`src/rtl/mem_lsu_pkg.sv`:
```
`default_nettype none
// +------------------------------------------------------------------+
// | mem_lsu_pkg                                                      |
// | Shared opcodes, widths and FSM encoding for the MEM-stage LSU.   |
// | Revision: 1.0                                                    |
// +------------------------------------------------------------------+
package mem_lsu_pkg;

  localparam int REG_BUS_W  = 32;
  localparam int REG_ADDR_W = 5;
  localparam int ALUOP_W    = 8;

  localparam logic                 ENABLE    = 1'b1;
  localparam logic                 DISABLE   = 1'b0;
  localparam logic [REG_BUS_W-1:0] ZERO_WORD = 32'h0000_0000;

  // Memory operation codes; every other aluop value is a non-memory op
  localparam logic [ALUOP_W-1:0] OP_LB  = 8'b1110_0000;
  localparam logic [ALUOP_W-1:0] OP_LH  = 8'b1110_0001;
  localparam logic [ALUOP_W-1:0] OP_LW  = 8'b1110_0011;
  localparam logic [ALUOP_W-1:0] OP_LBU = 8'b1110_0100;
  localparam logic [ALUOP_W-1:0] OP_LHU = 8'b1110_0101;
  localparam logic [ALUOP_W-1:0] OP_SB  = 8'b1110_1000;
  localparam logic [ALUOP_W-1:0] OP_SH  = 8'b1110_1001;
  localparam logic [ALUOP_W-1:0] OP_SW  = 8'b1110_1011;

  // Bus transaction state
  typedef enum logic [1:0] {
    ST_IDLE = 2'd0,
    ST_BUSY = 2'd1,
    ST_DONE = 2'd2
  } lsu_state_t;

endpackage : mem_lsu_pkg
`default_nettype wire

```
`src/rtl/mem_lsu_align.sv`:
```
`default_nettype none
// +------------------------------------------------------------------+
// | lsu_align                                                        |
// | Big-endian lane select, store replication, load extract/extend   |
// | and misalignment detection. Purely combinational.                |
// | Revision: 1.0                                                    |
// +------------------------------------------------------------------+
module lsu_align
  import mem_lsu_pkg::*;
(
  input  logic [ALUOP_W-1:0]   aluop,
  input  logic [1:0]           offset,
  input  logic [REG_BUS_W-1:0] store_data,
  input  logic [REG_BUS_W-1:0] load_word,
  output logic                 is_mem,
  output logic                 is_load,
  output logic                 is_store,
  output logic                 misalign,
  output logic [3:0]           sel,
  output logic [REG_BUS_W-1:0] store_lanes,
  output logic [REG_BUS_W-1:0] load_data
);

  logic       sz_b;
  logic       sz_h;
  logic       sz_w;
  logic       sext;
  logic [7:0] byte_val;
  logic [15:0] half_val;

  // Decode op, then derive lanes and data views from the byte offset
  always_comb begin
    is_mem   = DISABLE;
    is_load  = DISABLE;
    is_store = DISABLE;
    sext     = DISABLE;
    sz_b     = DISABLE;
    sz_h     = DISABLE;
    sz_w     = DISABLE;
    case (aluop)
      OP_LB:  begin is_load = ENABLE;  sz_b = ENABLE; sext = ENABLE; end
      OP_LBU: begin is_load = ENABLE;  sz_b = ENABLE; end
      OP_LH:  begin is_load = ENABLE;  sz_h = ENABLE; sext = ENABLE; end
      OP_LHU: begin is_load = ENABLE;  sz_h = ENABLE; end
      OP_LW:  begin is_load = ENABLE;  sz_w = ENABLE; end
      OP_SB:  begin is_store = ENABLE; sz_b = ENABLE; end
      OP_SH:  begin is_store = ENABLE; sz_h = ENABLE; end
      OP_SW:  begin is_store = ENABLE; sz_w = ENABLE; end
      default: ;
    endcase
    is_mem = is_load | is_store;

    // Byte 0 of the word sits in bits [31:24] (big-endian)
    case (offset)
      2'b00:   byte_val = load_word[31:24];
      2'b01:   byte_val = load_word[23:16];
      2'b10:   byte_val = load_word[15:8];
      default: byte_val = load_word[7:0];
    endcase
    half_val = offset[1] ? load_word[15:0] : load_word[31:16];

    misalign = (sz_h & offset[0]) | (sz_w & (offset != 2'b00));

    if (sz_b) begin
      sel         = 4'b1000 >> offset;
      store_lanes = {4{store_data[7:0]}};
      load_data   = {{24{sext & byte_val[7]}}, byte_val};
    end else if (sz_h) begin
      sel         = offset[1] ? 4'b0011 : 4'b1100;
      store_lanes = {2{store_data[15:0]}};
      load_data   = {{16{sext & half_val[15]}}, half_val};
    end else if (sz_w) begin
      sel         = 4'b1111;
      store_lanes = store_data;
      load_data   = load_word;
    end else begin
      sel         = 4'b0000;
      store_lanes = store_data;
      load_data   = load_word;
    end
  end

endmodule : lsu_align
`default_nettype wire

```
`src/rtl/mem_lsu.sv`:
```
`default_nettype none
// +------------------------------------------------------------------+
// | mem_lsu                                                          |
// | MEM-stage load/store unit: single-outstanding req/ack data bus   |
// | master with pipeline stall, flush drop and ack timeout.          |
// | Revision: 1.0                                                    |
// +------------------------------------------------------------------+
module mem_lsu
  import mem_lsu_pkg::*;
#(
  parameter int ACK_TIMEOUT = 255,
  parameter int CNT_W       = 8
) (
  input  logic                  clk,
  input  logic                  rst,
  input  logic [REG_ADDR_W-1:0] rw_i,
  input  logic                  wreg_i,
  input  logic [REG_BUS_W-1:0]  wdata_i,
  input  logic [ALUOP_W-1:0]    aluop_i,
  input  logic [REG_BUS_W-1:0]  mem_addr_i,
  input  logic [REG_BUS_W-1:0]  reg2_i,
  input  logic                  flush_i,
  output logic [REG_ADDR_W-1:0] rw_o,
  output logic                  wreg_o,
  output logic [REG_BUS_W-1:0]  wdata_o,
  output logic                  stallreq_o,
  output logic                  excp_misalign_o,
  output logic                  excp_buserr_o,
  output logic                  dbus_req_o,
  output logic                  dbus_we_o,
  output logic [REG_BUS_W-1:0]  dbus_addr_o,
  output logic [3:0]            dbus_sel_o,
  output logic [REG_BUS_W-1:0]  dbus_wdata_o,
  input  logic [REG_BUS_W-1:0]  dbus_rdata_i,
  input  logic                  dbus_ack_i
);

  // Counter value on the last BUSY cycle allowed before abort
  localparam logic [CNT_W-1:0] TO_LAST = CNT_W'(ACK_TIMEOUT - 1);

  lsu_state_t           state;
  logic [CNT_W-1:0]     cnt;
  logic                 drop;
  logic [REG_BUS_W-1:0] rdata_q;

  logic                 is_mem;
  logic                 is_load;
  logic                 is_store;
  logic                 misalign;
  logic [3:0]           sel;
  logic [REG_BUS_W-1:0] store_lanes;
  logic [REG_BUS_W-1:0] load_data;
  logic                 start;
  logic                 timeout_hit;

  // Extraction works on the captured word; the offset/op come from the
  // ex_mem inputs, which are held stable for the whole transaction.
  lsu_align u_align (
    .aluop       (aluop_i),
    .offset      (mem_addr_i[1:0]),
    .store_data  (reg2_i),
    .load_word   (rdata_q),
    .is_mem      (is_mem),
    .is_load     (is_load),
    .is_store    (is_store),
    .misalign    (misalign),
    .sel         (sel),
    .store_lanes (store_lanes),
    .load_data   (load_data)
  );

  assign start       = (state == ST_IDLE) && is_mem && !misalign && !flush_i;
  assign timeout_hit = (ACK_TIMEOUT != 0) && (cnt == TO_LAST);

  // Bus FSM: launch, wait for ack or timeout, then one writeback cycle
  always_ff @(posedge clk) begin
    if (rst) begin
      state         <= ST_IDLE;
      cnt           <= '0;
      drop          <= DISABLE;
      rdata_q       <= ZERO_WORD;
      excp_buserr_o <= DISABLE;
      dbus_req_o    <= DISABLE;
      dbus_we_o     <= DISABLE;
      dbus_addr_o   <= ZERO_WORD;
      dbus_sel_o    <= 4'b0000;
      dbus_wdata_o  <= ZERO_WORD;
    end else begin
      excp_buserr_o <= DISABLE;
      case (state)
        ST_IDLE: begin
          if (start) begin
            dbus_req_o   <= ENABLE;
            dbus_we_o    <= is_store;
            dbus_addr_o  <= {mem_addr_i[31:2], 2'b00};
            dbus_sel_o   <= sel;
            dbus_wdata_o <= store_lanes;
            cnt          <= '0;
            drop         <= DISABLE;
            state        <= ST_BUSY;
          end
        end
        ST_BUSY: begin
          cnt <= cnt + 1'b1;
          if (flush_i) begin
            drop <= ENABLE;
          end
          // Ack takes priority over a coinciding timeout
          if (dbus_ack_i) begin
            rdata_q    <= dbus_rdata_i;
            dbus_req_o <= DISABLE;
            drop       <= DISABLE;
            state      <= (drop || flush_i) ? ST_IDLE : ST_DONE;
          end else if (timeout_hit) begin
            dbus_req_o    <= DISABLE;
            excp_buserr_o <= ENABLE;
            drop          <= DISABLE;
            state         <= ST_IDLE;
          end
        end
        ST_DONE: state <= ST_IDLE;
        default: state <= ST_IDLE;
      endcase
    end
  end

  // Writeback mux and stall request as a function of FSM state
  always_comb begin
    rw_o            = rw_i;
    wreg_o          = wreg_i;
    wdata_o         = wdata_i;
    stallreq_o      = DISABLE;
    excp_misalign_o = is_mem & misalign;
    case (state)
      ST_IDLE: begin
        if (flush_i) begin
          wreg_o = DISABLE;
        end else if (is_mem) begin
          wreg_o     = DISABLE;
          stallreq_o = ~misalign;
        end
      end
      ST_BUSY: begin
        wreg_o     = DISABLE;
        stallreq_o = ENABLE;
      end
      ST_DONE: begin
        wdata_o = load_data;
        wreg_o  = (is_load && !flush_i) ? wreg_i : DISABLE;
      end
      default: ;
    endcase
  end

endmodule : mem_lsu
`default_nettype wire

```
`config.mk`:
```
export PLATFORM = sky130hd
export DESIGN_NAME = mem_lsu
export DESIGN_NICKNAME = d
export VERILOG_FILES = /design/src/rtl/mem_lsu_pkg.sv /design/src/rtl/mem_lsu_align.sv /design/src/rtl/mem_lsu.sv
export SDC_FILE = /design/constraint.sdc
export NUM_CORES = 1
export LEC_CHECK = 0
export ABC_AREA = 1
export CORE_MARGIN = 2
export CORE_UTILIZATION = 47
export CTS_BUF_LIST = sky130_fd_sc_hd__clkbuf_8 sky130_fd_sc_hd__clkbuf_16
export CTS_CLUSTER_DIAMETER = 100
export DETAILED_ROUTE_END_ITERATION = 10
export GPL_ROUTABILITY_DRIVEN = 0
export GPL_TIMING_DRIVEN = 0
export PLACE_DENSITY = 0.86
export SLEW_MARGIN = 20
export SYNTH_ARGS = -nofsm -noshare
export SYNTH_HDL_FRONTEND = slang
export SYNTH_HIERARCHICAL = 1
export SYNTH_SLANG_ARGS = --single-unit
```
`constraint.sdc`:
```
create_clock -name clk -period 5.9 [get_ports clk]
set_input_delay 1.18 -clock clk [delete_from_list [all_inputs] [get_ports clk]]
set_output_delay 1.18 -clock clk [all_outputs]
set_load 0.05 [all_outputs]
```
==> run metrics, run 1 <==
status finished clean; worst r2r dst dbus_addr_o[3]; post-route minimum period 5520 ps; Tightest Pin Transition around 600 ps; fraction of registers with async set/reset 0%; post-synthesis register bit count 112; synthesis-to-finish area growth 47.5%; CTS buffer count 9; Data arrival, critical path 4340 ps; YS warnings 6; Overall Global Routing Usage approximately 29%; cell area after synthesis about 0.0063 mm²; DRT iter0 DRCs between 700 and 800; CTS Buffer Depth 2; final setup violation count 0; critical path cell sequence clkdlybuf4s50_1 > nand2_1 > nor2_4 > buf_6 > buf_4 > nand3_1 > o21ai_0 > inv_1 > nor2_1 > nand3_2 > buf_6 > nand2_1 > clkdlybuf4s50_1; first-pass GRT wire length 32.9 mm; DR WL/cell 14.5 µm; Crit path largest cell delay 830 ps; die height around 120 µm; Tot Pwr 1.69 mW; via count of the first global-routing pass 6823; IR drop worst, VDD 140 µV; DP Wirelength 16.1 mm; critical path's top delay family buffers and inverters; Rel. slew slack 60.7%; Post-synth EDFFs 0; commonest non-fill, non-tap cell in the layout nand2_1; PD cells 183 mW/mm²; max-slew violation count 0; Vias 7552; core area 0.0131 mm²; HP Start drop; skew final 9.13 ps; count of cell types in the netlist 32; fraction of layout instances using a drive strength above 1 between 7 and 8%; sequential area share after synthesis 35.7%; pin count of the biggest net entering global routing 21; pre-CTS WS ~400 ps; slowest CP cell clkdlybuf4s50_1; hold buffer count at CTS 0; Final Hold Viols 0; CP required 4720 ps; Crit path buffers/inverters 6; Hold Path End state[1]; Residual DRC 0; Worst Path Class, Setup in -> out; I/O Pins 257; setup ws final 383 ps; root buffer cell clkbuf_16; reg2reg path depth 6; Cells after Synth 1013; max cap viols 0; post-CTS setup repair buffer count 0; Hold Crit Class reg -> reg; Vias/cell 5.20; Fillers 1128; final core utilization 70.5%; syn_area_per_cell 6.20 µm²; initial antenna violation count 0; number of core rows 42; antenna cells 0; period utilization 93.5%; flop2flop setup slack 4520 ps; total congestion overflow 0; die width 120 µm; DRT Pass-1 Iters 6; Max Fanout on Critical Path 10; port buffer count 247; fin nets 1420; Fin Setup TNS 0 ps; most frequent cells in the layout nand2_1 (355), clkdlybuf4s50_1 (247), nor2_1 (160); htree depth 3; post_cts resized 0; CP Capture Type primary output; Hold Path Depth 1; clock sink count roughly 110; Initial Util ~48%; Max Fclk 0.181 GHz; clock-pin slew of the registers on the worst-case setup and hold paths 80 ps; area of the die roughly 0.014 mm²; Pleak roughly 4 nW; final wirelength 21.0 mm; post-route antenna net violation count 0; Worst R2R Start state[0]; crit start category input pin; clk_lat worst skew 360 ps; Post-synth top flop dfxtp_1; unrepaired setup endpoints after global routing no; TritonCTS clock tree yes
==> worst reg2reg max path, delay by kind of cell (launching register included) <==
family / cells / cell delay, ps
AO/OA/AOI/OAI: 1 / 210
buffers and inverters: 2 / 350
flip-flops: 1 / 350
AND/OR/NAND/NOR: 3 / 370
==> cells in the mapped netlist (all sizes together) (2+ instances only) <==
cell	count	area share, %
dfxtp	112	36
a21oi	43	3.4
buf	54	6.8
ha	2	0.40
nor2	167	11
clkbuf	24	1.4
o21ai	104	8.3
o211ai	3	0.36
nand3	83	6.9
nor4	2	0.20
inv	45	2.7
nand3b	2	0.24
or2	2	0.20
clkinv	2	0.14
nand4	5	0.50
nand2	361	22
==> cells by family after synthesis <==
logic type / after synthesis / synth area share, %
buf+inv: 125 / 11.1
fa+ha+maj: 2 / 0.399
compound gates: 150 / 12.1
flops: 112 / 35.7
simple gates: 623 / 40.7
other cells: 1 / 0.0597
==> stage by stage <==
stage	std cells	instance area [µm²]	hold WS, ps
6_report	1453	9260	449
5_1_grt	1453	9260	489
4_1_cts	1453	9260	444
3_5_place_dp	1437	8970	432
3_3_place_gp	1437	8970	423
2_1_floorplan	1014	6280	399
==> sequential cells by signal, indices dropped and copies added (netlist names) <==
signal	flops
cnt	8
state	2
drop	1
rdata_q	32
dbus_sel_o	4
dbus_we_o	1
dbus_req_o	1
dbus_wdata_o	32
excp_buserr_o	1
dbus_addr_o	30
==> cell type report <==
type                            count  area, µm²  share of cell area [%]
Tap cell                          176        220                    2.38
Clock inverter                      7       62.6                   0.675
Sequential cell                   112       2240                    24.2
Clock buffer                        9        225                    2.43
Inverter                           47        180                    1.95
Multi-Input combinational cell    777       3350                    36.1
Timing Repair Buffer              247       2470                    26.7
Buffer                             78        514                    5.55
==> per-layer routing <==
layer  wire length (µm)  GRT usage, %
met5                  0             0
met4                748          12.2
met3               2050          4.23
met2               9780          48.2
met1               8470          36.3
==> worst max-delay path by stage <==
stage	start	slack (ps)	endpoint	cells past startpoint
6_report	aluop_i[6]	380	stallreq_o	13
5_1_grt	aluop_i[6]	180	stallreq_o	13
4_1_cts	aluop_i[6]	370	stallreq_o	13
3_5_place_dp	aluop_i[6]	400	stallreq_o	13
3_3_place_gp	aluop_i[6]	430	stallreq_o	13
2_1_floorplan	aluop_i[4]	1880	stallreq_o	12
==> report_power, final <==
part	internal (mW)	switching [mW]	total (mW)	leakage, nW
Combinational	0.149	0.174	0.323	2.88
Clock	0.297	0.304	0.601	0.138
Sequential	0.763	0.00442	0.767	0.903
Power figures use the tool's default switching activity.
==> inputs of run 2 (changes only) <==
--- a/config.mk
+++ b/config.mk
@@ -9,7 +9,7 @@
 export CORE_MARGIN = 2
 export CORE_UTILIZATION = 47
 export CTS_BUF_LIST = sky130_fd_sc_hd__clkbuf_8 sky130_fd_sc_hd__clkbuf_16
-export CTS_CLUSTER_DIAMETER = 100
+export CTS_CLUSTER_DIAMETER = 120
 export DETAILED_ROUTE_END_ITERATION = 10
 export GPL_ROUTABILITY_DRIVEN = 0
 export GPL_TIMING_DRIVEN = 0
==> results of run 2 <==
No change in the layout: final DEF, timing and power equal those of run 1.
==> inputs of run 3 (changes only) <==
--- a/config.mk
+++ b/config.mk
@@ -10,6 +10,7 @@
 export CORE_UTILIZATION = 47
 export CTS_BUF_LIST = sky130_fd_sc_hd__clkbuf_8 sky130_fd_sc_hd__clkbuf_16
 export CTS_CLUSTER_DIAMETER = 120
+export CTS_CLUSTER_SIZE = 25
 export DETAILED_ROUTE_END_ITERATION = 10
 export GPL_ROUTABILITY_DRIVEN = 0
 export GPL_TIMING_DRIVEN = 0
==> results of run 3 <==
No change in the layout: final DEF, timing and power equal those of run 1.
